## config.mk

```make
export PLATFORM = sky130hd
export DESIGN_NAME = risc16_main_control
export DESIGN_NICKNAME = d
export VERILOG_FILES = /design/src/rtl/risc16_ctrl_pkg.sv /design/src/rtl/risc16_mem_wait_timer.sv /design/src/rtl/risc16_main_control.sv
export SDC_FILE = /design/constraint.sdc
export NUM_CORES = 1
export LEC_CHECK = 0
export ABC_CLOCK_PERIOD_IN_PS = 4900
export CAP_MARGIN = 20
export CORE_MARGIN = 1.5
export CORE_UTILIZATION = 40
export DETAILED_ROUTE_END_ITERATION = 10
export HOLD_SLACK_MARGIN = 0.1
export PLACE_DENSITY = 0.68
export SYNTH_ARGS = -nofsm -noshare
export SYNTH_HDL_FRONTEND = slang
export SYNTH_SLANG_ARGS = --single-unit
```

## constraint.sdc

```tcl
create_clock -name clk -period 4.9 [get_ports clk]
set_input_delay 0.735 -clock clk [delete_from_list [all_inputs] [get_ports clk]]
set_output_delay 0.735 -clock clk [all_outputs]
set_load 0.02 [all_outputs]
```

## src/rtl/risc16_ctrl_pkg.sv

```systemverilog
// Shared encodings for the RISC16 main control FSM and ALU_control:
// opcodes, ALUOp, pc_src and the control state enumeration.
package risc16_ctrl_pkg;

  localparam logic [3:0] OP_LD       = 4'h0;
  localparam logic [3:0] OP_ST       = 4'h1;
  localparam logic [3:0] OP_RTYPE_LO = 4'h2;
  localparam logic [3:0] OP_RTYPE_HI = 4'h9;
  localparam logic [3:0] OP_BEQ      = 4'hB;
  localparam logic [3:0] OP_BNE      = 4'hC;
  localparam logic [3:0] OP_JMP      = 4'hD;

  localparam logic [1:0] ALUOP_ADD  = 2'b00;
  localparam logic [1:0] ALUOP_SUB  = 2'b01;
  localparam logic [1:0] ALUOP_FUNC = 2'b10;

  localparam logic [1:0] PCSRC_INC = 2'b00;
  localparam logic [1:0] PCSRC_BR  = 2'b01;
  localparam logic [1:0] PCSRC_JMP = 2'b10;

  typedef enum logic [3:0] {
    ST_RST      = 4'd0,
    ST_FETCH    = 4'd1,
    ST_DECODE   = 4'd2,
    ST_MEM_ADDR = 4'd3,
    ST_MEM_RD   = 4'd4,
    ST_MEM_WR   = 4'd5,
    ST_WB_MEM   = 4'd6,
    ST_EXEC_R   = 4'd7,
    ST_WB_ALU   = 4'd8,
    ST_BRANCH   = 4'd9,
    ST_JUMP     = 4'd10,
    ST_ERROR    = 4'd11
  } state_t;

  function automatic logic is_rtype(input logic [3:0] op);
    return (op >= OP_RTYPE_LO) && (op <= OP_RTYPE_HI);
  endfunction

  // Unused opcodes (1010, 1110, 1111) fall through to the trap state.
  function automatic state_t decode_next(input logic [3:0] op);
    state_t s;
    case (op)
      OP_LD, OP_ST:   s = ST_MEM_ADDR;
      OP_BEQ, OP_BNE: s = ST_BRANCH;
      OP_JMP:         s = ST_JUMP;
      default:        s = is_rtype(op) ? ST_EXEC_R : ST_ERROR;
    endcase
    return s;
  endfunction

endpackage

```

## src/rtl/risc16_mem_wait_timer.sv

```systemverilog
// Saturating count of consecutive memory-wait cycles; flags when the
// configured timeout limit has been reached.
module risc16_mem_wait_timer #(
  parameter int TIMEOUT_CYCLES = 15,
  parameter int CNT_W          = 4
) (
  input  logic clk,
  input  logic rst_n,
  input  logic waiting,
  input  logic clear,
  output logic expired
);

  localparam logic [CNT_W-1:0] W_LIMIT = CNT_W'(TIMEOUT_CYCLES);
  localparam logic [CNT_W-1:0] W_MAX   = {CNT_W{1'b1}};
  localparam logic [CNT_W-1:0] W_ZERO  = {CNT_W{1'b0}};
  localparam logic [CNT_W-1:0] W_ONE   = {{(CNT_W-1){1'b0}}, 1'b1};

  logic [CNT_W-1:0] r_cnt;

  // Wait counter: clear wins, otherwise count up while waiting, never wrap.
  always_ff @(posedge clk or negedge rst_n) begin
    if (!rst_n) begin
      r_cnt <= W_ZERO;
    end else if (clear) begin
      r_cnt <= W_ZERO;
    end else if (waiting && (r_cnt != W_MAX)) begin
      r_cnt <= r_cnt + W_ONE;
    end else begin
      r_cnt <= r_cnt;
    end
  end

  assign expired = (TIMEOUT_CYCLES != 0) && (r_cnt == W_LIMIT);

endmodule

```

## src/rtl/risc16_main_control.sv

```systemverilog
// Multicycle main control FSM for the RISC16 core: sequences fetch, decode,
// execute, memory and writeback, and traps on illegal opcodes or memory timeout.
module risc16_main_control
  import risc16_ctrl_pkg::*;
#(
  parameter int TIMEOUT_CYCLES = 15,
  parameter int CNT_W          = 4
) (
  input  logic       clk,
  input  logic       rst_n,
  input  logic [3:0] opcode,
  input  logic       zero,
  input  logic       mem_ready,
  output logic       mem_req,
  output logic       mem_we,
  output logic       ir_we,
  output logic       pc_we,
  output logic [1:0] pc_src,
  output logic       alu_src,
  output logic [1:0] alu_op,
  output logic       reg_we,
  output logic       reg_dst,
  output logic       mem_to_reg,
  output logic       retire,
  output logic       error
);

  state_t r_state;
  state_t w_next;
  logic   w_waiting;
  logic   w_clear;
  logic   w_expired;
  logic   w_taken;

  // State register; reset forces RST so every strobe drops immediately.
  always_ff @(posedge clk or negedge rst_n) begin
    if (!rst_n) begin
      r_state <= ST_RST;
    end else begin
      r_state <= w_next;
    end
  end

  assign w_waiting = ((r_state == ST_FETCH) || (r_state == ST_MEM_RD) ||
                      (r_state == ST_MEM_WR)) && !mem_ready;
  assign w_clear   = mem_ready || (w_next != r_state);
  assign w_taken   = ((opcode == OP_BEQ) && zero) || ((opcode == OP_BNE) && !zero);

  risc16_mem_wait_timer #(
    .TIMEOUT_CYCLES(TIMEOUT_CYCLES),
    .CNT_W         (CNT_W)
  ) u_wait_timer (
    .clk    (clk),
    .rst_n  (rst_n),
    .waiting(w_waiting),
    .clear  (w_clear),
    .expired(w_expired)
  );

  // Next-state and state-decoded strobes; mem_ready is checked before the timeout.
  always_comb begin
    w_next     = r_state;
    mem_req    = 1'b0;
    mem_we     = 1'b0;
    ir_we      = 1'b0;
    pc_we      = 1'b0;
    pc_src     = PCSRC_INC;
    alu_src    = 1'b0;
    alu_op     = ALUOP_ADD;
    reg_we     = 1'b0;
    reg_dst    = 1'b0;
    mem_to_reg = 1'b0;
    retire     = 1'b0;
    error      = 1'b0;
    case (r_state)
      ST_RST: begin
        w_next = ST_FETCH;
      end
      ST_FETCH: begin
        mem_req = 1'b1;
        ir_we   = mem_ready;
        pc_we   = mem_ready;
        if (mem_ready) begin
          w_next = ST_DECODE;
        end else if (w_expired) begin
          w_next = ST_ERROR;
        end else begin
          w_next = ST_FETCH;
        end
      end
      ST_DECODE: begin
        w_next = decode_next(opcode);
      end
      ST_MEM_ADDR: begin
        alu_src = 1'b1;
        if (opcode == OP_ST) begin
          w_next = ST_MEM_WR;
        end else begin
          w_next = ST_MEM_RD;
        end
      end
      ST_MEM_RD: begin
        mem_req = 1'b1;
        alu_src = 1'b1;
        if (mem_ready) begin
          w_next = ST_WB_MEM;
        end else if (w_expired) begin
          w_next = ST_ERROR;
        end else begin
          w_next = ST_MEM_RD;
        end
      end
      ST_MEM_WR: begin
        mem_req = 1'b1;
        mem_we  = 1'b1;
        alu_src = 1'b1;
        if (mem_ready) begin
          retire = 1'b1;
          w_next = ST_FETCH;
        end else if (w_expired) begin
          w_next = ST_ERROR;
        end else begin
          w_next = ST_MEM_WR;
        end
      end
      ST_WB_MEM: begin
        reg_we     = 1'b1;
        mem_to_reg = 1'b1;
        retire     = 1'b1;
        w_next     = ST_FETCH;
      end
      ST_EXEC_R: begin
        alu_op = ALUOP_FUNC;
        w_next = ST_WB_ALU;
      end
      ST_WB_ALU: begin
        alu_op  = ALUOP_FUNC;
        reg_we  = 1'b1;
        reg_dst = 1'b1;
        retire  = 1'b1;
        w_next  = ST_FETCH;
      end
      ST_BRANCH: begin
        alu_op = ALUOP_SUB;
        pc_src = PCSRC_BR;
        pc_we  = w_taken;
        retire = 1'b1;
        w_next = ST_FETCH;
      end
      ST_JUMP: begin
        pc_we  = 1'b1;
        pc_src = PCSRC_JMP;
        retire = 1'b1;
        w_next = ST_FETCH;
      end
      ST_ERROR: begin
        error  = 1'b1;
        w_next = ST_ERROR;
      end
      default: begin
        w_next = ST_ERROR;
      end
    endcase
  end

endmodule
```

==> qor.txt <==
Hold Startpoint: u_wait_timer.r_cnt[3]
Setup TNS: 0 ps
Die Span Y: 47.7 um
largest family of logic cells by synthesized area: simple AND/OR/NAND/NOR gates
# hold bufs at CTS: 0
Synth Warn #: 0
Area contributors post-synth: dfrtp_1 (25%), nor2_1 (8.0%), o21ai_0 (6.9%), nand2b_1 (4.7%), a21oi_1 (3.8%)
FF/Latch Area: 200 um^2
worst-path fanout max: 7
worst slew pin tran: 573 ps
Synth async-reset ratio: 1.00
Syn Nets: 119
area occupied by multi-input gates: 561 um^2
grt met2 use: 0.285
Slew headroom: 0.618
number of vias per cell: 5.52
Worst EP arrival: 2480 ps
Commonest cells post-synth: nor2_1 (17), o21ai_0 (11), dfrtp_1 (8), nand2_1 (8)
post-synth cell types: 41
GR Overflow Total: 0
DRT Pass-1 Iters: 4
Post-Synth Simple-Gate Area: 0.358
multiplexer area fraction after synthesis: 0.0516
antenna violations before repair: 0
post-synthesis compound-gate area fraction: 0.253
Yosys reg bits: 8
R2R depth: 5
reg2reg start: r_state[1]
maximum VDD drop: 0.268 mV
worst hold path class: flip-flop to flip-flop
layout cells sized above 1: 0.0709
Top FF cell, synth: dfrtp_1
# Post-CTS Setup Buffers: 0
Tmin final: 3220 ps
Fill cells: 195
Site Rows: 16
static leakage: 0.400 nW
Max-Cap Viols: 0
Mean Syn Cell Area: 7.28 um^2
vias: 850
worst clock skew: 0.380 ps
Post-synth EDFFs: 0
Post-Synth Adder-Cell Area: 0.0156
status: complete, no violations
GRT Total Usage: 0.181
WL/cell: 12.5 um
CTS tree: yes
most frequent cell after synthesis: nor2_1
Initial Util: 0.417
clock slew at reported path FFs: 50 ps
finished layout cell area: 1040 um^2
area leader, netlist: dfrtp_1
Max Fclk: 311 MHz
Critical Path RT: 4160 ps
Hold Crit Depth: 2
worst hold path endpoint: u_wait_timer.r_cnt[3]
Total Routed Length: 1.92 mm
RR Endpoint: u_wait_timer.r_cnt[2]
first-pass GRT wire length: 2.99 mm
met1 usage: 0.257
register area share after synthesis: 0.250
fin crit share: 0.656
RSZ-0062 raised after global routing: no
top-area cell type share of the netlist area: 0.250
vias in the first global route: 710
Pwr per Cell Area: 539 nW/um^2
Final Setup Violations: 0
placer congestion estimate: 0.783
Nets: 138
Num CTS Buffers: 3
H-Tree Depth: 1
Final Slew Violations: 0
startpoint types: primary input
# port buffers: 21
critical path class: primary input to primary output
HPWL after detailed placement: 1.43 mm
Final ANT Viol Nets: 0
synthesized cell area: 801 um^2
io pins: 22
xor/xnor share of the synthesized area: 0.0219
Clock Latency Late Sink: 250 ps
# DRC: 0
Die Area: 2280 um^2
CTS root buf: clkbuf_4
worst-case clock buffer depth: 2
largest net degree at the start of global routing: 23
PostCTS Resize Cnt: 0
DR iter-0 viols: 9
Mapped Cells: 110
CTS sink cnt: 8
Placeable Area: 1920 um^2
final hold violation count: 0
busiest grt layer: met2
GR Util met3: 0.0377
die width: 47.7 um
synth-to-layout area growth: 29.7%
flop-to-flop setup slack: 2800 ps
ANT cells: 0
placed inst area: 1020 um^2
CP Capture Type: primary output
==> report_power, final <==
group | switching, mW | internal (mW) | total [mW]
clock network | 0.0202 | 0.0279 | 0.0481
logic | 0.199 | 0.164 | 0.363
registers | 0.0675 | 0.0816 | 0.149
total | 0.287 | 0.274 | 0.560
==> through the flow <==
stage          std cells  power, mW  utilization  hold WS, ps  setup slack [ps]
6_report             154      0.560        0.540          619              1680
5_1_grt              154      0.614        0.540          656              1560
4_1_cts              154      0.563        0.540          620              1690
3_5_place_dp         151      0.511        0.529          609              1690
3_3_place_gp         151      0.512        0.529          596              1710
2_1_floorplan        110      0.388            -          439              2580
==> how the worst max path moves through the flow <==
stage | endpoint | slack (ps) | startpoint
after floorplan | pc_we | 2580 | r_state[2]
after global placement | pc_we | 1710 | mem_ready
after detailed placement | pc_we | 1690 | mem_ready
after CTS | pc_we | 1690 | mem_ready
after global routing | pc_we | 1560 | mem_ready
final | pc_we | 1680 | mem_ready
==> cell type report <==
cell class,instances,area share
inverters,3,0.0108
clock buffers,3,0.0217
multi-input cells,92,0.540
repair buffers,21,0.202
well taps,27,0.0325
flip-flops and latches,8,0.193
==> sequential cells by signal (all words and copies together), names as in the netlist <==
name	count
u_wait_timer.r_cnt	4
r_state	4
==> kinds of logic after synthesis <==
family / after synthesis
buffers and inverters: 10
muxes: 4
and+or+nand+nor: 53
AOI/OAI and AO/OA: 32
xor gates and xnor gates: 2
DFF: 8
adders and majority gates: 1
==> critical path, stage by stage <==
cell and delay (ps):
clkdlybuf4s50_1 580, nand2_1 120, nor2_1 160, mux2i_1 90, o21ai_0 170, clkdlybuf4s50_1 630
==> cell usage in the layout, fill, tap and decap left out, types with 2 or more instances in the layout <==
master / n
inv_1: 3
nand3_1: 3
a31oi_1: 2
a211oi_1: 4
o21ai_0: 11
dfrtp_1: 8
clkbuf_4: 3
nand4b_1: 2
or3_1: 3
nor2_1: 17
clkdlybuf4s50_1: 21
nor2b_1: 3
nor3_1: 2
mux2i_1: 3
nand2_1: 8
nand2b_1: 6
a21oi_1: 6
==> per-layer routing <==
layer,up-vias,part of all wire,routed length (um)
li1,439,-,-
met1,387,0.48,914
met2,22,0.47,908
met3,2,0.040,77
met4,0,0.0089,17
met5,-,0,0
Power figures use the tool's default switching activity.
